[src/rtl/mux_rr_arbiter_pkg.sv]
// mux_arb_pkg: shared types and constants for the 2:1 mux round-robin arbiter.
//   arb_state_e  : FSM state encoding (IDLE / GNT_A / GNT_B)
//   SEL_A/SEL_B  : mux select values; also used as the priority-pointer value
//   PKT_CNT_W    : width of the per-side packet statistics counters
//   TO_CNT_W     : width of the timeout statistics counter
package mux_arb_pkg;

  typedef enum logic [1:0] {
    IDLE  = 2'b00,
    GNT_A = 2'b01,
    GNT_B = 2'b10
  } arb_state_e;

  localparam logic SEL_A = 1'b0;
  localparam logic SEL_B = 1'b1;

  localparam int PKT_CNT_W = 16;
  localparam int TO_CNT_W  = 8;

endpackage

[src/rtl/mux_rr_arbiter_if.sv]
// mux_rr_arbiter_if: handshake bundle between the two requesters, the
// arbiter and the consumer downstream of the mux.
//   req_a/req_b     : requester has a beat on mux input a/b
//   last_a/last_b   : beat is end of packet (sampled on a transfer only)
//   out_ready       : downstream accepts the mux output
//   gnt_a/gnt_b     : ownership of the mux
//   sel             : mux select, 0 = a, 1 = b
//   out_valid       : mux output carries a valid beat
//   timeout         : one-cycle pulse after a forced release
//   pkt_cnt_a/b, to_cnt : statistics, only with MUX_RR_ARBITER_STATS_EN
// modport master: requester/consumer side; modport slave: arbiter side.
interface mux_rr_arbiter_if;
  import mux_arb_pkg::*;

  logic req_a;
  logic req_b;
  logic last_a;
  logic last_b;
  logic out_ready;
  logic gnt_a;
  logic gnt_b;
  logic sel;
  logic out_valid;
  logic timeout;
`ifdef MUX_RR_ARBITER_STATS_EN
  logic [PKT_CNT_W-1:0] pkt_cnt_a;
  logic [PKT_CNT_W-1:0] pkt_cnt_b;
  logic [TO_CNT_W-1:0]  to_cnt;
`endif

  modport master (
    output req_a, req_b, last_a, last_b, out_ready,
`ifdef MUX_RR_ARBITER_STATS_EN
    input  pkt_cnt_a, pkt_cnt_b, to_cnt,
`endif
    input  gnt_a, gnt_b, sel, out_valid, timeout
  );

  modport slave (
    input  req_a, req_b, last_a, last_b, out_ready,
`ifdef MUX_RR_ARBITER_STATS_EN
    output pkt_cnt_a, pkt_cnt_b, to_cnt,
`endif
    output gnt_a, gnt_b, sel, out_valid, timeout
  );

endinterface

[src/rtl/mux_rr_arbiter_sat_counter.sv]
// sat_counter: W-bit up counter with synchronous clear and saturation at
// all-ones. Clear has priority over increment.
//   clk, rst_n : clock, async active-low reset (count resets to 0)
//   clr_i      : synchronous clear
//   inc_i      : increment by one unless already saturated
//   cnt_o      : current count
module sat_counter #(
  parameter int W = 8
) (
  input  logic         clk,
  input  logic         rst_n,
  input  logic         clr_i,
  input  logic         inc_i,
  output logic [W-1:0] cnt_o
);

  logic [W-1:0] cnt_q, cnt_d;

  always_comb begin
    cnt_d = cnt_q;
    if (clr_i)                      cnt_d = '0;
    else if (inc_i && ~&cnt_q)      cnt_d = cnt_q + 1'b1;
  end

  always_ff @(posedge clk or negedge rst_n) begin
    if (!rst_n) cnt_q <= '0;
    else        cnt_q <= cnt_d;
  end

  assign cnt_o = cnt_q;

endmodule

[src/rtl/mux_rr_arbiter.sv]
// mux_rr_arbiter: round-robin, packet-locked arbiter driving the select of a
// 2:1 mux, with a valid/ready handshake toward the mux consumer and a beat
// watchdog that forces release after HOLD_MAX beats without last.
//   clk, rst_n : clock, async active-low reset
//   bus        : mux_rr_arbiter_if.slave (requests, last, ready in;
//                grants, sel, out_valid, timeout out)
// Parameters: HOLD_MAX (1..255) beats per grant, CNT_W beat counter width
// with 2**CNT_W > HOLD_MAX.
// Optional: define MUX_RR_ARBITER_STATS_EN to add saturating per-side packet
// counters and a timeout counter on the interface.
module mux_rr_arbiter
  import mux_arb_pkg::*;
#(
  parameter int HOLD_MAX = 8,
  parameter int CNT_W    = 8
) (
  input  logic              clk,
  input  logic              rst_n,
  mux_rr_arbiter_if.slave   bus
);

  localparam logic [CNT_W-1:0] BEAT_LIM = CNT_W'(HOLD_MAX - 1);

  arb_state_e       state_q;
  logic             ptr_q;       // side favoured on contention (SEL_A/SEL_B)
  logic             timeout_q;
  logic [CNT_W-1:0] beat_q;

  logic own_req, own_last;
  logic xfer, rel, rel_force;
  logic beat_clr, beat_inc;

  // Request/last of whichever side currently owns the mux.
  always_comb begin
    own_req  = 1'b0;
    own_last = 1'b0;
    case (state_q)
      GNT_A: begin own_req = bus.req_a; own_last = bus.last_a; end
      GNT_B: begin own_req = bus.req_b; own_last = bus.last_b; end
      default: ;
    endcase
  end

  // out_valid is exactly own_req, so a transfer is own_req & out_ready.
  assign xfer      = own_req & bus.out_ready;
  // last on the limit beat is a normal release, not a forced one.
  assign rel_force = xfer & ~own_last & (beat_q == BEAT_LIM);
  assign rel       = (xfer & own_last) | rel_force;

  // Holding the counter clear while IDLE covers the "cleared on entry" case.
  assign beat_clr = rel | (state_q == IDLE);
  assign beat_inc = xfer & ~rel;

  sat_counter #(.W(CNT_W)) u_beat (
    .clk   (clk),
    .rst_n (rst_n),
    .clr_i (beat_clr),
    .inc_i (beat_inc),
    .cnt_o (beat_q)
  );

  always_ff @(posedge clk or negedge rst_n) begin
    if (!rst_n) begin
      state_q   <= IDLE;
      ptr_q     <= SEL_A;
      timeout_q <= 1'b0;
    end else begin
      timeout_q <= rel_force;
      case (state_q)
        IDLE: begin
          if (bus.req_a && (!bus.req_b || ptr_q == SEL_A)) state_q <= GNT_A;
          else if (bus.req_b)                              state_q <= GNT_B;
        end
        GNT_A: begin
          if (rel) begin
            ptr_q <= SEL_B;
            // Hand straight over to the other side to avoid an IDLE bubble.
            if (bus.req_b)      state_q <= GNT_B;
            else if (bus.req_a) state_q <= GNT_A;
            else                state_q <= IDLE;
          end
        end
        GNT_B: begin
          if (rel) begin
            ptr_q <= SEL_A;
            if (bus.req_a)      state_q <= GNT_A;
            else if (bus.req_b) state_q <= GNT_B;
            else                state_q <= IDLE;
          end
        end
        default: state_q <= IDLE;
      endcase
    end
  end

  assign bus.gnt_a     = (state_q == GNT_A);
  assign bus.gnt_b     = (state_q == GNT_B);
  assign bus.sel       = (state_q == GNT_B) ? SEL_B : SEL_A;
  assign bus.out_valid = own_req;
  assign bus.timeout   = timeout_q;

`ifdef MUX_RR_ARBITER_STATS_EN
  sat_counter #(.W(PKT_CNT_W)) u_pkt_a (
    .clk   (clk),
    .rst_n (rst_n),
    .clr_i (1'b0),
    .inc_i (rel & (state_q == GNT_A)),
    .cnt_o (bus.pkt_cnt_a)
  );

  sat_counter #(.W(PKT_CNT_W)) u_pkt_b (
    .clk   (clk),
    .rst_n (rst_n),
    .clr_i (1'b0),
    .inc_i (rel & (state_q == GNT_B)),
    .cnt_o (bus.pkt_cnt_b)
  );

  // Counts timeout pulses, so it lags the forced release by one cycle.
  sat_counter #(.W(TO_CNT_W)) u_to (
    .clk   (clk),
    .rst_n (rst_n),
    .clr_i (1'b0),
    .inc_i (timeout_q),
    .cnt_o (bus.to_cnt)
  );
`endif

endmodule
[src/flat_wrapper.sv]
// flat-port wrapper written by rule: the top's interface ports become plain ports
module mux_rr_arbiter_flat import mux_arb_pkg::*;
#(
  parameter int HOLD_MAX = 8,
  parameter int CNT_W    = 8
)
  (clk, rst_n, bus_req_a, bus_req_b, bus_last_a, bus_last_b, bus_out_ready, bus_gnt_a, bus_gnt_b, bus_sel, bus_out_valid, bus_timeout);
  mux_rr_arbiter_if bus_i ();
  input  logic clk;
  input  logic rst_n;
  input wire logic [$bits(bus_i.req_a)-1:0] bus_req_a;
  input wire logic [$bits(bus_i.req_b)-1:0] bus_req_b;
  input wire logic [$bits(bus_i.last_a)-1:0] bus_last_a;
  input wire logic [$bits(bus_i.last_b)-1:0] bus_last_b;
  input wire logic [$bits(bus_i.out_ready)-1:0] bus_out_ready;
  output wire logic [$bits(bus_i.gnt_a)-1:0] bus_gnt_a;
  output wire logic [$bits(bus_i.gnt_b)-1:0] bus_gnt_b;
  output wire logic [$bits(bus_i.sel)-1:0] bus_sel;
  output wire logic [$bits(bus_i.out_valid)-1:0] bus_out_valid;
  output wire logic [$bits(bus_i.timeout)-1:0] bus_timeout;
  assign bus_i.req_a = bus_req_a;
  assign bus_i.req_b = bus_req_b;
  assign bus_i.last_a = bus_last_a;
  assign bus_i.last_b = bus_last_b;
  assign bus_i.out_ready = bus_out_ready;
  assign bus_gnt_a = bus_i.gnt_a;
  assign bus_gnt_b = bus_i.gnt_b;
  assign bus_sel = bus_i.sel;
  assign bus_out_valid = bus_i.out_valid;
  assign bus_timeout = bus_i.timeout;
  mux_rr_arbiter #(.HOLD_MAX(HOLD_MAX), .CNT_W(CNT_W)) u_core (.clk(clk), .rst_n(rst_n), .bus(bus_i));
endmodule
[config.mk]
export PLATFORM = sky130hd
export DESIGN_NAME = mux_rr_arbiter_flat
export DESIGN_NICKNAME = d
export VERILOG_FILES = /design/src/rtl/mux_rr_arbiter_pkg.sv /design/src/rtl/mux_rr_arbiter_if.sv /design/src/rtl/mux_rr_arbiter_sat_counter.sv /design/src/rtl/mux_rr_arbiter.sv /design/src/flat_wrapper.sv
export SDC_FILE = /design/constraint.sdc
export NUM_CORES = 1
export LEC_CHECK = 0
export CORE_MARGIN = 2
export CORE_UTILIZATION = 59
export CTS_BUF_LIST = sky130_fd_sc_hd__clkbuf_4 sky130_fd_sc_hd__clkbuf_8
export CTS_CLUSTER_DIAMETER = 60
export CTS_CLUSTER_SIZE = 16
export DETAILED_ROUTE_END_ITERATION = 7
export GPL_TIMING_DRIVEN = 0
export PLACE_DENSITY = 0.87
export SYNTH_ARGS = -nofsm -noshare
export SYNTH_HDL_FRONTEND = slang
export SYNTH_SLANG_ARGS = --single-unit
export TNS_END_PERCENT = 50
[constraint.sdc]
create_clock -name clk -period 4.6 [get_ports clk]
set_clock_uncertainty 0.2 [all_clocks]
set_input_delay 0.46 -clock clk [delete_from_list [all_inputs] [get_ports clk]]
set_output_delay 0.46 -clock clk [all_outputs]
set_load 0.01 [all_outputs]
==> results of run 1 <==
==> layer usage <==
metal	up-vias	wire [µm]
li1	374	-
met1	375	822
met2	34	902
met3	7	140
met4	0	42
met5	-	0
==> worst reg2reg max path, cell delays in order, from the launching register on <==
cell      delay [ns]
dfrtp_1         0.41
inv_1           0.08
ha_1            0.23
buf_4           0.17
a22o_1          0.23
a31oi_1         0.40
o21bai_2        0.22
nor3_1          0.24
==> state kept, by name, indices dropped and copies added, names as in the netlist <==
signal,flops
u_core.u_beat.cnt_o,8
u_core.state_q,2
u_core.bus.timeout,1
u_core.ptr_q,1
==> cells by family after synthesis <==
logic type,Yosys count
AO/OA/AOI/OAI,27
adder cells (fa/ha/maj),5
buffers and inverters,9
flip-flops,12
AND/OR/NAND/NOR,37
==> Yosys cell counts (all sizes together), types with 2 or more instances <==
library cell and instances:
dfrtp 12, nor3 7, a31oi 5, ha 5
nand2 5, nor2 5, a211oi 4, inv 4
nand3 4, a21oi 3, and4 3, buf 3
a22o 2, a311oi 2, a32o 2, and3 2
clkbuf 2, nand2b 2, nor2b 2, o21ai 2
o31ai 2
==> power by group <==
group | internal, W | switching (W) | total, W
logic | 0.0000978 | 0.000114 | 0.000212
clock network | 0.0000483 | 0.0000404 | 0.0000886
registers | 0.000115 | 0.00000933 | 0.000124
total | 0.000261 | 0.000163 | 0.000424
==> placed cells by master (no fill, tap or decap), drive strengths merged, types with 4 or more instances in the layout <==
master          n
a31oi           5
a211oi          4
clkbuf          6
nor2            5
nand3           4
dfrtp          12
inv             4
clkdlybuf4s50  11
nor3            7
ha              5
nand2           5
==> final cells by class <==
type / count / area (µm²)
multi-input combinational: 69 / 469
fill: 84 / 318
tap: 15 / 18.8
clock buffer: 4 / 36.3
sequential: 12 / 300
timing repair buffer: 11 / 110
inverter: 4 / 15.0
buffer: 5 / 33.8
==> how the worst min path moves through the flow <==
stage	slack [ns]	startpoint	cells past startpoint	endpoint
2_1_floorplan	-0.04	rst_n	0	u_core.bus.timeout$_DFF_PN0_
3_3_place_gp	0.34	u_core.u_beat.cnt_o[4]$_DFFE_PN0P_	1	u_core.u_beat.cnt_o[4]$_DFFE_PN0P_
3_5_place_dp	0.35	u_core.u_beat.cnt_o[4]$_DFFE_PN0P_	1	u_core.u_beat.cnt_o[4]$_DFFE_PN0P_
4_1_cts	0.36	rst_n	1	u_core.state_q[0]$_DFFE_PN0P_
5_1_grt	0.38	rst_n	1	u_core.state_q[0]$_DFFE_PN0P_
6_report	0.35	rst_n	1	u_core.u_beat.cnt_o[6]$_DFFE_PN0P_
==> metrics by stage <==
stage          area (µm²)  utilization (%)  hold WS (ns)  instances
2_1_floorplan         818                -       -0.0356         90
3_3_place_gp          947             72.8         0.340        116
3_5_place_dp          947             72.8         0.345        116
4_1_cts               983             75.6         0.356        120
5_1_grt               983             75.6         0.381        120
6_report              983             75.6         0.347        120
==> metrics.txt, run 1 <==
Tmin final 2.64 ns; CP Capture Type primary output; Critical Path, Cell by Cell inv_1 -> ha_1 -> buf_4 -> a22oi_2 -> nor2b_1 -> clkdlybuf4s50_1; cell taking the most area after synthesis dfrtp_1; die span in y around 41 µm; Ports 12; mux share of post-synthesis cell area 0%; DR iter-0 viols 25; Sink Count 12; Seq/Total Area, Yosys a little under two fifths; final hold violations 0; worst setup margin around 2.0 ns; Die Wd 41.2 µm; largest net degree at the start of global routing 13; ANT nets after route 0; CTS Root Cell clkbuf_4; met1 usage 33.8%; Hold WC Path Type input pin to asynchronous set/reset pin; worst r2r dst u_core.u_beat.cnt_o[2]$_DFFE_PN0P_; Port Buf Inserts 11; initial antenna violation count 0; startpoint types flip-flop; Worst-Margin Slew about 0.63 ns; number of enable flip-flop cells after synthesis 0; Post-CTS Repair Setup Buffers 0; Via density about 6.6; Synth cell types 34; Post-Syn Instances 90; Tot Pwr between 0.0004 and 0.0005 W; crit-path max FO 8; simple-gate share of the synthesized area between 20% and 30%; hold buffers post-CTS 0; worst reg-to-reg path cell count 7; first-pass GRT wire length approximately 3000 µm; Yosys reg bits 12; Crit path arrival time about 2.0 ns; post-synth top area share 36.7%; ys async rst share 100%; core area ~0.0013 mm²; WL per Instance 15.9 µm; critical path depth 6; count of nets after finishing ~120; PD cells between 400 and 500 mW/mm²; Most used DFF post-synth dfrtp_1; syn_nets slightly above 100; worst setup path startpoint u_core.state_q[0]$_DFFE_PN0P_; H-tree depth 1; layout cell share with drive strength beyond 1 ~8.6%; die area ~0.0017 mm²; CTS tree done; Max VDD drop between 0.0003 and 0.0004 V; Setup crit end bus_out_valid; adder-cell share of the synthesized area about 7.6%; DP Worst Slack roughly 2.1 ns; max_cap viols 0; Avg Synthesized Cell Area around 9.1 µm²; GR Util met3 ~7.1%; TNS Setup 0 ns; Clock Path Buffers 2; number of CTS-inserted buffers 3; Pleak between 0.3 and 0.4 nW; count of final setup violators 0; main combinational cell family by area after synthesis simple AND/OR/NAND/NOR gates; Synth Warn # 0; final wirelength between 1500 and 2000 µm; FP Rows 13; critical path's top delay family buffers and inverters; Starting Density between 60% and 70%; XOR/XNOR Fraction of Synth Area 0%; number of diodes 0; final worst-path cycle share between 50% and 60%; status finished clean; Final Max Tran Viols 0; vias in the first global route 696; Tot GR Track Use about a quarter; met2 Use GR 41.4%; Worst slew margin between 50% and 60%; WP buf/inv 3; synth-to-layout area growth 20.2%; post-synthesis cell area approximately 800 µm²; GRT overflow 0; Reg2Reg Setup Slack about 2.3 ns; start of the worst register-to-register path u_core.state_q[0]$_DFFE_PN0P_; clk slew on worst S/H paths approximately 0.08 ns; CP peak stage delay around 0.49 ns; RSZ-0062 raised after global routing no; Final HPWL DP around 1400 µm; DRC 0; critical path data required time 3.94 ns; DRT Pass-1 Iters 4; Via Count 790; slowest CP cell clkdlybuf4s50_1; global route hottest layer met2; Skew-Pair Late Insertion Delay 0.29 ns; Final GP Congestion approximately 0.9; kind of critical path flip-flop to primary output; synth top area cells dfrtp_1 37%, ha_1 7.6%, nor3_1 4.3%, a31oi_1 3.8%, a211oi_1 3.7%; post-CTS sizing 0; Compound-Gate Fraction of Synth Area around 25%; fmax 378 MHz
No activity file was read; power rests on OpenSTA's default activity.
==> run 2, diff against run 1 <==
--- a/config.mk
+++ b/config.mk
@@ -6,13 +6,13 @@
 export NUM_CORES = 1
 export LEC_CHECK = 0
 export CORE_MARGIN = 2
-export CORE_UTILIZATION = 59
+export CORE_UTILIZATION = 49
 export CTS_BUF_LIST = sky130_fd_sc_hd__clkbuf_4 sky130_fd_sc_hd__clkbuf_8
 export CTS_CLUSTER_DIAMETER = 60
 export CTS_CLUSTER_SIZE = 16
 export DETAILED_ROUTE_END_ITERATION = 7
 export GPL_TIMING_DRIVEN = 0
-export PLACE_DENSITY = 0.87
+export PLACE_DENSITY = 0.77
 export SYNTH_ARGS = -nofsm -noshare
 export SYNTH_HDL_FRONTEND = slang
 export SYNTH_SLANG_ARGS = --single-unit
==> constraint.sdc (replaced) <==
create_clock -name clk -period 2.3 [get_ports clk]
set_clock_uncertainty 0.2 [all_clocks]
set_input_delay 0.23 -clock clk [delete_from_list [all_inputs] [get_ports clk]]
set_output_delay 0.23 -clock clk [all_outputs]
set_load 0.01 [all_outputs]
==> run 2 against run 1 <==
Die area is 18% higher. Design area up 5.3%. Combinational power increased by 130%. Non-clock buffer count is 2 higher. Critical path type is now flip-flop to flip-flop. Largest power group unchanged.
==> metrics.txt, run 2 (synthesized netlist as in run 1, its figures left out) <==
global route hottest layer met2; Tmin final ~2.2 ns; Critical Path, Cell by Cell inv_1 -> ha_2 -> buf_6 -> a22oi_2 -> buf_4 -> or2_1 -> buf_6 -> or3_1 -> a21oi_1; worst setup path startpoint u_core.state_q[0]$_DFFE_PN0P_; most frequent cells in the layout 12 x dfrtp_1, 10 x clkdlybuf4s50_1, 6 x nor3_1; WL per Instance between 15 and 20 µm; CP peak stage delay roughly 0.38 ns; met2 Use GR about 34%; Final HPWL DP approximately 1300 µm; clk slew on worst S/H paths around 0.080 ns; first-pass GRT wire length 3300 µm; die area roughly 0.0020 mm²; Clock Path Buffers 2; start of the worst register-to-register path u_core.state_q[0]$_DFFE_PN0P_; Tot GR Track Use roughly a quarter; largest net degree at the start of global routing 13; fmax 455 MHz; Non-Filler Instances 123; WP buf/inv 4; GRT overflow 0; die span in y between 40 and 50 µm; Port Buf Inserts 11; final hold violations 0; number of CTS-inserted buffers 3; PD cells approximately 860 mW/mm²; placed insts between 100 and 150; FP Rows 14; CP dominant cell by count buf_6; DRT Pass-1 Iters 4; Max VDD drop just under 0.0005 V; commonest non-fill, non-tap cell in the layout dfrtp_1; Pleak approximately 0.41 nW; CTS Root Cell clkbuf_4; Worst-Margin Slew around 0.54 ns; crit-path max FO 9; Ports 12; vias in the first global route ~730; H-tree depth 1; Starting Density 53.1%; GR Util met3 just over 7%; count of nets after finishing 120; Final GP Congestion 0.847; Largest register FFs 8; Via density 6.13; CP Capture Type flip-flop; Crit path arrival time roughly 2.2 ns; kind of critical path flip-flop to flip-flop; DR iter-0 viols 14; Sink Count 12; final worst-path cycle share a little over nine tenths; Via Count approximately 750; final wirelength between 1500 and 2000 µm; critical path data required time ~2.3 ns; met1 usage 32.7%; RSZ-0062 raised after global routing yes; Hold WC Path Type input pin to asynchronous set/reset pin; layout cell share with drive strength beyond 1 between 10 and 15%; startpoint types flip-flop; Tot Pwr between 0.0008 and 0.0009 W; CTS tree done; TNS Setup 0 ns; slowest CP cell dfrtp_1; synth-to-layout area growth 26.6%; core area ~0.0015 mm²; Die Wd 44.9 µm; number of diodes 0; critical path's top delay family simple AND/OR/NAND/NOR gates; Reg2Reg Setup Slack 0.10 ns; Worst slew margin 64.1%; count of final setup violators 0; initial antenna violation count 0; Skew-Pair Late Insertion Delay 0.28 ns; status finished clean; max_cap viols 0; ANT nets after route 0; DRC 0; Final Max Tran Viols 0
## run 2: stage by stage
step / cell area (µm²) / hold WS (ns) / utilization (%) / worst slack, ns
after global placement: 948 / 0.341 / 61.5 / 0.0714
after global routing: 1040 / 0.141 / 67.2 / -0.0138
after CTS: 1010 / 0.112 / 65.3 / 0.0132
after floorplan: 818 / -0.266 / - / 0.232
final: 1040 / 0.0966 / 67.2 / 0.104
after detailed placement: 948 / 0.345 / 61.5 / -0.0111
## run 2: final timing paths
path / endpoint / cells past startpoint
worst max-delay path: u_core.u_beat.cnt_o[0]$_DFFE_PN0P_ / 9
worst min-delay path: u_core.bus.timeout$_DFF_PN0_ / 1
worst max register to register: u_core.u_beat.cnt_o[0]$_DFFE_PN0P_ / 9
worst min register to register: u_core.u_beat.cnt_o[4]$_DFFE_PN0P_ / 1
max in group asynchronous: u_core.u_beat.cnt_o[2]$_DFFE_PN0P_ / 1
min in group clk: u_core.u_beat.cnt_o[4]$_DFFE_PN0P_ / 1
## run 2: routing by layer
metal  routed length [µm]  vias up  share of wire [%]
met5                    0        -                  0
met4                   27        0                1.5
met3                   71        5                3.8
met2                  825       12                 44
met1                  932      360                 50
li1                     -      377                  -
## run 2: cell type report
class	count	area [µm²]
plain buffers	5	37.5
multi-input cells	69	499
fillers	138	505
well taps	16	20.0
flip-flops and latches	12	300
repair buffers	13	128
clock buffers	4	36.3
inverters	4	15.0
## run 2: what timing repair did
action | CTS | global route
gates resized for setup | 2 | 6
endpoints found under the hold margin | 0 | 0
hold buffers | 0 | 0
endpoints found under the setup margin | 3 | 12
buffers inserted | 2 | 0
gates cloned | 0 | 0
pin swaps | 1 | 0
## run 2: power by group
part / leakage, nW / internal [W] / switching, W
registers: 0.160 / 0.000229 / 0.0000157
logic: 0.231 / 0.000231 / 0.000248
clock network: 0.0210 / 0.0000964 / 0.0000750
